==> config.mk <==
export PLATFORM = sky130hd
export DESIGN_NAME = seq_stage_sequencer
export DESIGN_NICKNAME = d
export VERILOG_FILES = /design/src/rtl/seq_stage_sequencer.sv
export SDC_FILE = /design/constraint.sdc
export NUM_CORES = 1
export LEC_CHECK = 0
export ABC_CLOCK_PERIOD_IN_PS = 2630
export CORE_AREA = 5 5 96 98
export DETAILED_ROUTE_END_ITERATION = 10
export DIE_AREA = 0 0 101 103
export GPL_TIMING_DRIVEN = 0
export PLACE_DENSITY = 0.78
export SLEW_MARGIN = 10
export SYNTH_ARGS = -nofsm -noshare
export SYNTH_HDL_FRONTEND = slang
export SYNTH_SLANG_ARGS = --single-unit
==> constraint.sdc <==
create_clock -name clk -period 2.63 [get_ports clk]
set_clock_uncertainty 0.1 [all_clocks]
set_input_delay 0.789 -clock clk [delete_from_list [all_inputs] [get_ports clk]]
set_output_delay 0.789 -clock clk [all_outputs]
set_load 0.02 [all_outputs]
==> src/rtl/seq_stage_sequencer.sv <==
// Multi-cycle stage controller for the SEQ Y86-64 datapath: one stage strobe per cycle, owns Stat.
// Latency: 5 cycles FETCH..PCUPDATE for non-memory instructions, 6 + dmem wait for memory instructions.
// Backpressure: MEMORY holds dmem_req until dmem_ready; a missing response faults after MEM_TIMEOUT cycles.
module seq_stage_sequencer #(
    parameter int MEM_TIMEOUT = 16,
    parameter int CNT_W       = 32
) (
    input  logic             clk,
    input  logic             rst_n,
    input  logic             run,
    input  logic [3:0]       icode,
    input  logic             instr_valid,
    input  logic             imem_error,
    input  logic             cnd,
    input  logic             dmem_ready,
    input  logic             dmem_error,
    output logic             fetch_en,
    output logic             decode_en,
    output logic             execute_en,
    output logic             memory_en,
    output logic             wb_en,
    output logic             pc_en,
    output logic             dmem_req,
    output logic             we_e,
    output logic             we_m,
    output logic [2:0]       stat,
    output logic             halted,
    output logic [CNT_W-1:0] cycle_count,
    output logic [CNT_W-1:0] instr_count
);

    localparam logic [2:0] S_IDLE      = 3'd0;
    localparam logic [2:0] S_FETCH     = 3'd1;
    localparam logic [2:0] S_DECODE    = 3'd2;
    localparam logic [2:0] S_EXECUTE   = 3'd3;
    localparam logic [2:0] S_MEMORY    = 3'd4;
    localparam logic [2:0] S_WRITEBACK = 3'd5;
    localparam logic [2:0] S_PCUPDATE  = 3'd6;
    localparam logic [2:0] S_HALT      = 3'd7;

    localparam logic [2:0] STAT_AOK = 3'd1;
    localparam logic [2:0] STAT_HLT = 3'd2;
    localparam logic [2:0] STAT_ADR = 3'd3;
    localparam logic [2:0] STAT_INS = 3'd4;

    localparam int               WAIT_W   = $clog2(MEM_TIMEOUT + 1);
    localparam logic [WAIT_W-1:0] WAIT_LAST = WAIT_W'(MEM_TIMEOUT - 1);
    localparam logic [CNT_W-1:0] CNT_MAX  = '1;

    logic [2:0]        state_q, state_d;
    logic [3:0]        icode_q, icode_d;
    logic [2:0]        stat_q, stat_d;
    logic [WAIT_W-1:0] wait_q, wait_d;
    logic [CNT_W-1:0]  cycle_q, cycle_d;
    logic [CNT_W-1:0]  instr_q, instr_d;
    logic              mem_op;
    logic              active;

    // rmmovq, mrmovq, call, ret, pushq, popq touch data memory
    assign mem_op = icode_q inside {4'd4, 4'd5, 4'd8, 4'd9, 4'd10, 4'd11};
    assign active = (state_q != S_IDLE) && (state_q != S_HALT);

    always_comb begin
        state_d = state_q;
        icode_d = icode_q;
        stat_d  = stat_q;
        wait_d  = wait_q;
        case (state_q)
            S_IDLE: begin
                if (run) state_d = S_FETCH;
            end
            S_FETCH: begin
                icode_d = icode;
                if (imem_error) begin
                    state_d = S_HALT;
                    stat_d  = STAT_ADR;
                end else if (!instr_valid || (icode > 4'd11)) begin
                    state_d = S_HALT;
                    stat_d  = STAT_INS;
                end else if (icode == 4'd0) begin
                    state_d = S_HALT;
                    stat_d  = STAT_HLT;
                end else begin
                    state_d = S_DECODE;
                end
            end
            S_DECODE: state_d = S_EXECUTE;
            S_EXECUTE: begin
                if (mem_op) begin
                    state_d = S_MEMORY;
                    wait_d  = '0;
                end else begin
                    state_d = S_WRITEBACK;
                end
            end
            S_MEMORY: begin
                if (dmem_ready) begin
                    if (dmem_error) begin
                        state_d = S_HALT;
                        stat_d  = STAT_ADR;
                    end else begin
                        state_d = S_WRITEBACK;
                    end
                end else if (wait_q == WAIT_LAST) begin
                    state_d = S_HALT;
                    stat_d  = STAT_ADR;
                end else begin
                    wait_d = wait_q + 1'b1;
                end
            end
            S_WRITEBACK: state_d = S_PCUPDATE;
            S_PCUPDATE:  state_d = run ? S_FETCH : S_IDLE;
            S_HALT:      state_d = S_HALT;
            default:     state_d = S_IDLE;
        endcase
    end

    always_comb begin
        cycle_d = cycle_q;
        instr_d = instr_q;
        if (active && (cycle_q != CNT_MAX)) cycle_d = cycle_q + 1'b1;
        if ((state_q == S_PCUPDATE) && (instr_q != CNT_MAX)) instr_d = instr_q + 1'b1;
    end

    always_ff @(posedge clk or negedge rst_n) begin
        if (!rst_n) begin
            state_q <= S_IDLE;
            icode_q <= 4'd0;
            stat_q  <= STAT_AOK;
            wait_q  <= '0;
            cycle_q <= '0;
            instr_q <= '0;
        end else begin
            state_q <= state_d;
            icode_q <= icode_d;
            stat_q  <= stat_d;
            wait_q  <= wait_d;
            cycle_q <= cycle_d;
            instr_q <= instr_d;
        end
    end

    assign fetch_en    = (state_q == S_FETCH);
    assign decode_en   = (state_q == S_DECODE);
    assign execute_en  = (state_q == S_EXECUTE);
    assign memory_en   = (state_q == S_MEMORY);
    assign wb_en       = (state_q == S_WRITEBACK);
    assign pc_en       = (state_q == S_PCUPDATE);
    assign dmem_req    = memory_en;
    // cmovXX (icode 2) only commits when the execute condition holds
    assign we_e        = wb_en && ((icode_q inside {4'd3, 4'd6, 4'd8, 4'd9, 4'd10, 4'd11}) ||
                                   ((icode_q == 4'd2) && cnd));
    assign we_m        = wb_en && ((icode_q == 4'd5) || (icode_q == 4'd11));
    assign stat        = stat_q;
    assign halted      = (state_q == S_HALT);
    assign cycle_count = cycle_q;
    assign instr_count = instr_q;

endmodule

== Word-level counts from Yosys, hierarchy flattened ==
Cells that the tools add are included.
Cells by class
  reduce and logical (&&, ||, !) cells: 20
  $add $sub $neg: 3
  muxes and demuxes: 21
  equal/unequal tests: 27
  $lt $le $gt $ge: 1
Operators with widths (number)
  32-bit by 1-bit adder with 32-bit output (second input constant): 2
  32-bit != test (second input constant): 2
  3-bit two-way mux: 12
  3-bit case mux with 8 select lines: 1
  4-bit equality test (second input constant): 4
  5-bit two-way mux: 3
  3-bit equality test (second input constant): 4
  4-bit by 3-bit equality test with 1-bit output (second input constant): 3
  6-bit nonzero test: 2
  5-bit case mux with 2 select lines: 1
  4-bit by 2-bit equality test with 1-bit output (second input constant): 2
  4-bit AND reduction: 2
  3-bit by 2-bit equality test with 1-bit output (second input constant): 2
  1-bit logical AND: 6
  2-bit != test (second input constant): 3
  3-bit != test (second input constant): 2
  3-bit case mux with 2 select lines: 1
  5-bit by 1-bit adder with 5-bit output (second input constant): 1
  5-bit by 4-bit equality test with 1-bit output (second input constant): 1
  4-bit greater-than comparator (second input constant): 1
  4-bit zero test: 1
  4-bit by 2-bit != test with 1-bit output (second input constant): 1
  2-bit nonzero test: 2
  3-bit by 1-bit equality test with 1-bit output (second input constant): 1
  9 further kinds: 12
Storage, ports and cells
  output and inout port bits: 77
  input bits: 12
  logic and storage cells: 78
  bits in registers: 79

== Depth between registers and ports, before layout ==
  depth in word-level cells: 5
  gate-level depth with buffers: 8
  depth with buffers taken out: 8

== Least setup slack after synthesis ==
No wires, ideal clock.
  path kind: reg2out
  start point: reg state_q[1]
  end point: out we_m
  setup slack: 0.083 ns
  cell stages (with the launch flop): 5
  arrival time: 1.658 ns
  path buffers: 1
  required time: 1.741 ns
  path through: dfrtp_1 -> clkbuf_1 -> nor3b_1 -> nand2_1 -> nor2_1
Between the ends
  longest elaborated chain between the ends: 2
RTL lines
  from (decl): RTL line 50  | logic [2:0] state_q, state_d;
  from (signal assigned): RTL line 134  | state_q <= state_d;
  3-bit equality test: RTL line 147  | assign wb_en = (state_q == S_WRITEBACK);
  named net wb_en: RTL line 21  | output logic wb_en,
  1-bit logical AND: RTL line 153  | assign we_m = wb_en && ((icode_q == 4'd5) || (icode_q == 4'd11));
  to (decl): RTL line 25  | output logic we_m,
The timed path passes the listed nets, and every way through them passes these cells.

== Worst setup path in the final report ==
  start point: reg state_q[1]
  end point: out decode_en
Between the ends
  longest elaborated chain between the ends: 1
RTL lines
  3-bit by 2-bit equality test with 1-bit output: RTL line 144  | assign decode_en = (state_q == S_DECODE);
  to (decl): RTL line 18  | output logic decode_en,
Every way passes these cells.

==> results.json <==
{
  "pwr-share-seq_pct": 39.5,
  "fin_ws_ns": 0.0722,
  "crit_slowest_cell": "dfrtp_1",
  "hold_buffers": 0,
  "setup_viol": 0,
  "gp_congestion": 0.839,
  "worst_pin_slew_ns": 0.709,
  "place_area_um2": 5080,
  "initial_core_util_pct": 48.2,
  "switching_power_mw": 1.41,
  "status": "finished clean",
  "clockBufferDepth": 2,
  "wl_per_cell_um": 15.2,
  "syn_area_per_cell_um2": 10.3,
  "cts_made_buffers": 9,
  "dp.cells": 589,
  "grtUsageTotal_pct": 18.6,
  "area_delta_synth_final_pct": 32.8,
  "fin_crit_ns": 2.56,
  "hp-class": "in -> async",
  "synthCells": 392,
  "use_met3_pct": 4.13,
  "drive_gt1_share_pct": 11.2,
  "grt.met1_usage_pct": 24.9,
  "slew_viol_final": 0,
  "p_per_area_nw_per_um2": 763,
  "relSlewSlack_pct": 52.3,
  "critical_path.startpoint_type": "register",
  "ios": 89,
  "ys.flop_type": "dfrtp_1",
  "drt-initial-drc-count": 145,
  "grt_pass1_wl_um": 15700,
  "synth_top_area_cell": "dfrtp_1",
  "viasPerCell": 5.51,
  "synth_edf_count": 0,
  "diodes": 0,
  "rows": 34,
  "wirelength_um": 9200,
  "core_area_um2": 8380,
  "drc": 0,
  "syn_nets": 408,
  "grt_max_degree": 50,
  "p_comb_share_pct": 34.0,
  "cap_violations": 0,
  "n_fill_cell": 670,
  "buffer_ports.inserted": 88,
  "crit_family": "buffers and inverters",
  "cpPeakStageDelay_ns": 0.42,
  "htreeDepth": 3,
  "yosysWarningCount": 0,
  "endpoint_kind": "output pin",
  "die_x_um": 101,
  "vdd_drop_max_mv": 0.500,
  "antenna_found_initial": 0,
  "dpl.hpwl_um": 6780,
  "use_met2_pct": 29.9,
  "stdcell_area_um2": 5360,
  "min_period_over_period_pct": 97.3,
  "power.share.clock_pct": 26.5,
  "clock.fmax_mhz": 391,
  "pre_cts_ws_ns": -0.533,
  "synth_seq_area_share_pct": 49.0,
  "yosysMostFrequentCell": "dfrtp_1",
  "cp.arrival_ns": 1.67,
  "cts_tree": "yes",
  "whs_ns": 0.265,
  "die-area_um2": 10400,
  "grt.busiest_layer": "met2",
  "die_h_um": 103,
  "seq_area_um2": 1980,
  "sw_frac_of_total_pct": 34.5,
  "clock_latency_ns": 0.35,
  "cp_max_fo": 10,
  "power.leakage_nw": 2.38,
  "synth_seq_cells": 79,
  "stdcell_count": 606,
  "detail_route.first_pass.iterations": 4,
  "path_buf_inv": 2,
  "hold_viol": 0,
  "synth_area_um2": 4040,
  "crit_required_ns": 1.74,
  "finalNetCount": 509,
  "critPathKind": "reg -> out",
  "synth_common_cells": "dfrtp_1, nand2_1, xnor2_1",
  "vias": 3342,
  "synth.distinct_cells": 46,
  "fin_util_pct": 64.0,
  "grt_pass1_vias": 3324,
  "multi_input_area_um2": 2020,
  "cts_root_buf": "clkbuf_8",
  "clk_pin_slew_ns": 0.08,
  "synth_top_area_share_pct": 48.3,
  "synthArstFlopShare_pct": 100,
  "rsz0062_at_grt": "no",
  "grt-ovfl-total": 0,
  "antenna_left": 0,
  "path_cells": "buf_2 -> nor3b_2 -> dlygate4sd2_1",
  "cts_sinks": 79,
  "synth_area_leaders": "dfrtp_1, xnor2_1, xor2_1, nand2_1, nand4_1",
  "p_int_mw": 2.68
}
==> kinds of logic after synthesis <==
group	synth area share [%]
compound gates	3.75
buf+inv	2.23
flops	49.0
fa+ha+maj	1.24
simple gates	27.6
mux	2.76
xor+xnor	13.4
==> power by group through the flow <==
stage	logic (mW)	registers (mW)	clock network, mW
5_1_grt	1.52	1.65	1.14
3_3_place_gp	1.33	1.62	0
3_5_place_dp	1.35	1.63	0
4_1_cts	1.37	1.61	1.10
2_1_floorplan	0.709	1.72	0
6_report	1.39	1.62	1.08
==> placed cells by master (no fill, tap or decap), types with 6 or more instances in the layout <==
cell              n
buf_2             7
mux2_2            9
xnor2_1          32
a21oi_1           7
nand3_1          22
clkbuf_8          9
clkdlybuf4s50_1  77
and4_1            7
nand2_1          38
nor4_1           12
nor3_1           12
xor2_1           30
buf_4             6
inv_1             8
and2_1            9
dfrtp_1          78
o21ai_0          11
and3_1           15
nor2_1           23
nand4_1          22
==> state kept, by name, summed over array words and instances (netlist names) <==
signal	cells
instr_count	32
wait_q	5
cycle_count	32
state_q	3
icode_q	4
stat	3
==> worst register-to-register path, cell delays in order (launching register included) <==
cell	delay (ns)
dfrtp_1	0.44
nand3_1	0.16
nor4_1	0.66
a21oi_1	0.35
and3_1	0.30
xor2_1	0.13
==> area by class of cell <==
class                   instances  area share [%]
multi-input cells             294            37.6
flip-flops and latches         79            36.9
repair buffers                 90            16.8
well taps                     108            2.52
clock buffers                  11            2.45
clock inverters                 5            1.98
plain buffers                  11            1.24
inverters                       8           0.560
==> per-layer routing <==
| layer | up-vias | part of all wire, % |
|---|---|---|
| li1 | 1603 | - |
| met1 | 1608 | 44 |
| met2 | 114 | 48 |
| met3 | 17 | 6.6 |
| met4 | 0 | 1.7 |
| met5 | - | 0 |
==> path summary, 6_finish.rpt <==
check | from | end | slack, ns | cells past startpoint
min in group clk | cycle_count[19] | cycle_count[19] | 0.39 | 1
max in group asynchronous | rst_n | instr_count[15] | 1.59 | 2
worst min register to register | cycle_count[19] | cycle_count[19] | 0.39 | 1
worst max register to register | instr_count[15] | instr_count[10] | 0.38 | 5
worst min-delay path | rst_n | cycle_count[8] | 0.26 | 1
worst max-delay path | state_q[1] | decode_en | 0.07 | 3
==> repair_timing <==
item / 4_1_cts / 5_1_grt
gates resized for setup: 22 / 13
endpoints found under the setup margin: 9 / 4
pin swaps: 2 / 3
setup buffers: 1 / 0
==> through the flow <==
step	power, mW	setup TNS [ns]
final	4.09	0
after global routing	4.31	0
after CTS	4.07	-0.128
after detailed placement	2.98	-1.18
after global placement	2.94	-166.75
after floorplan	2.43	0
(Power assumes the default switching activity.)
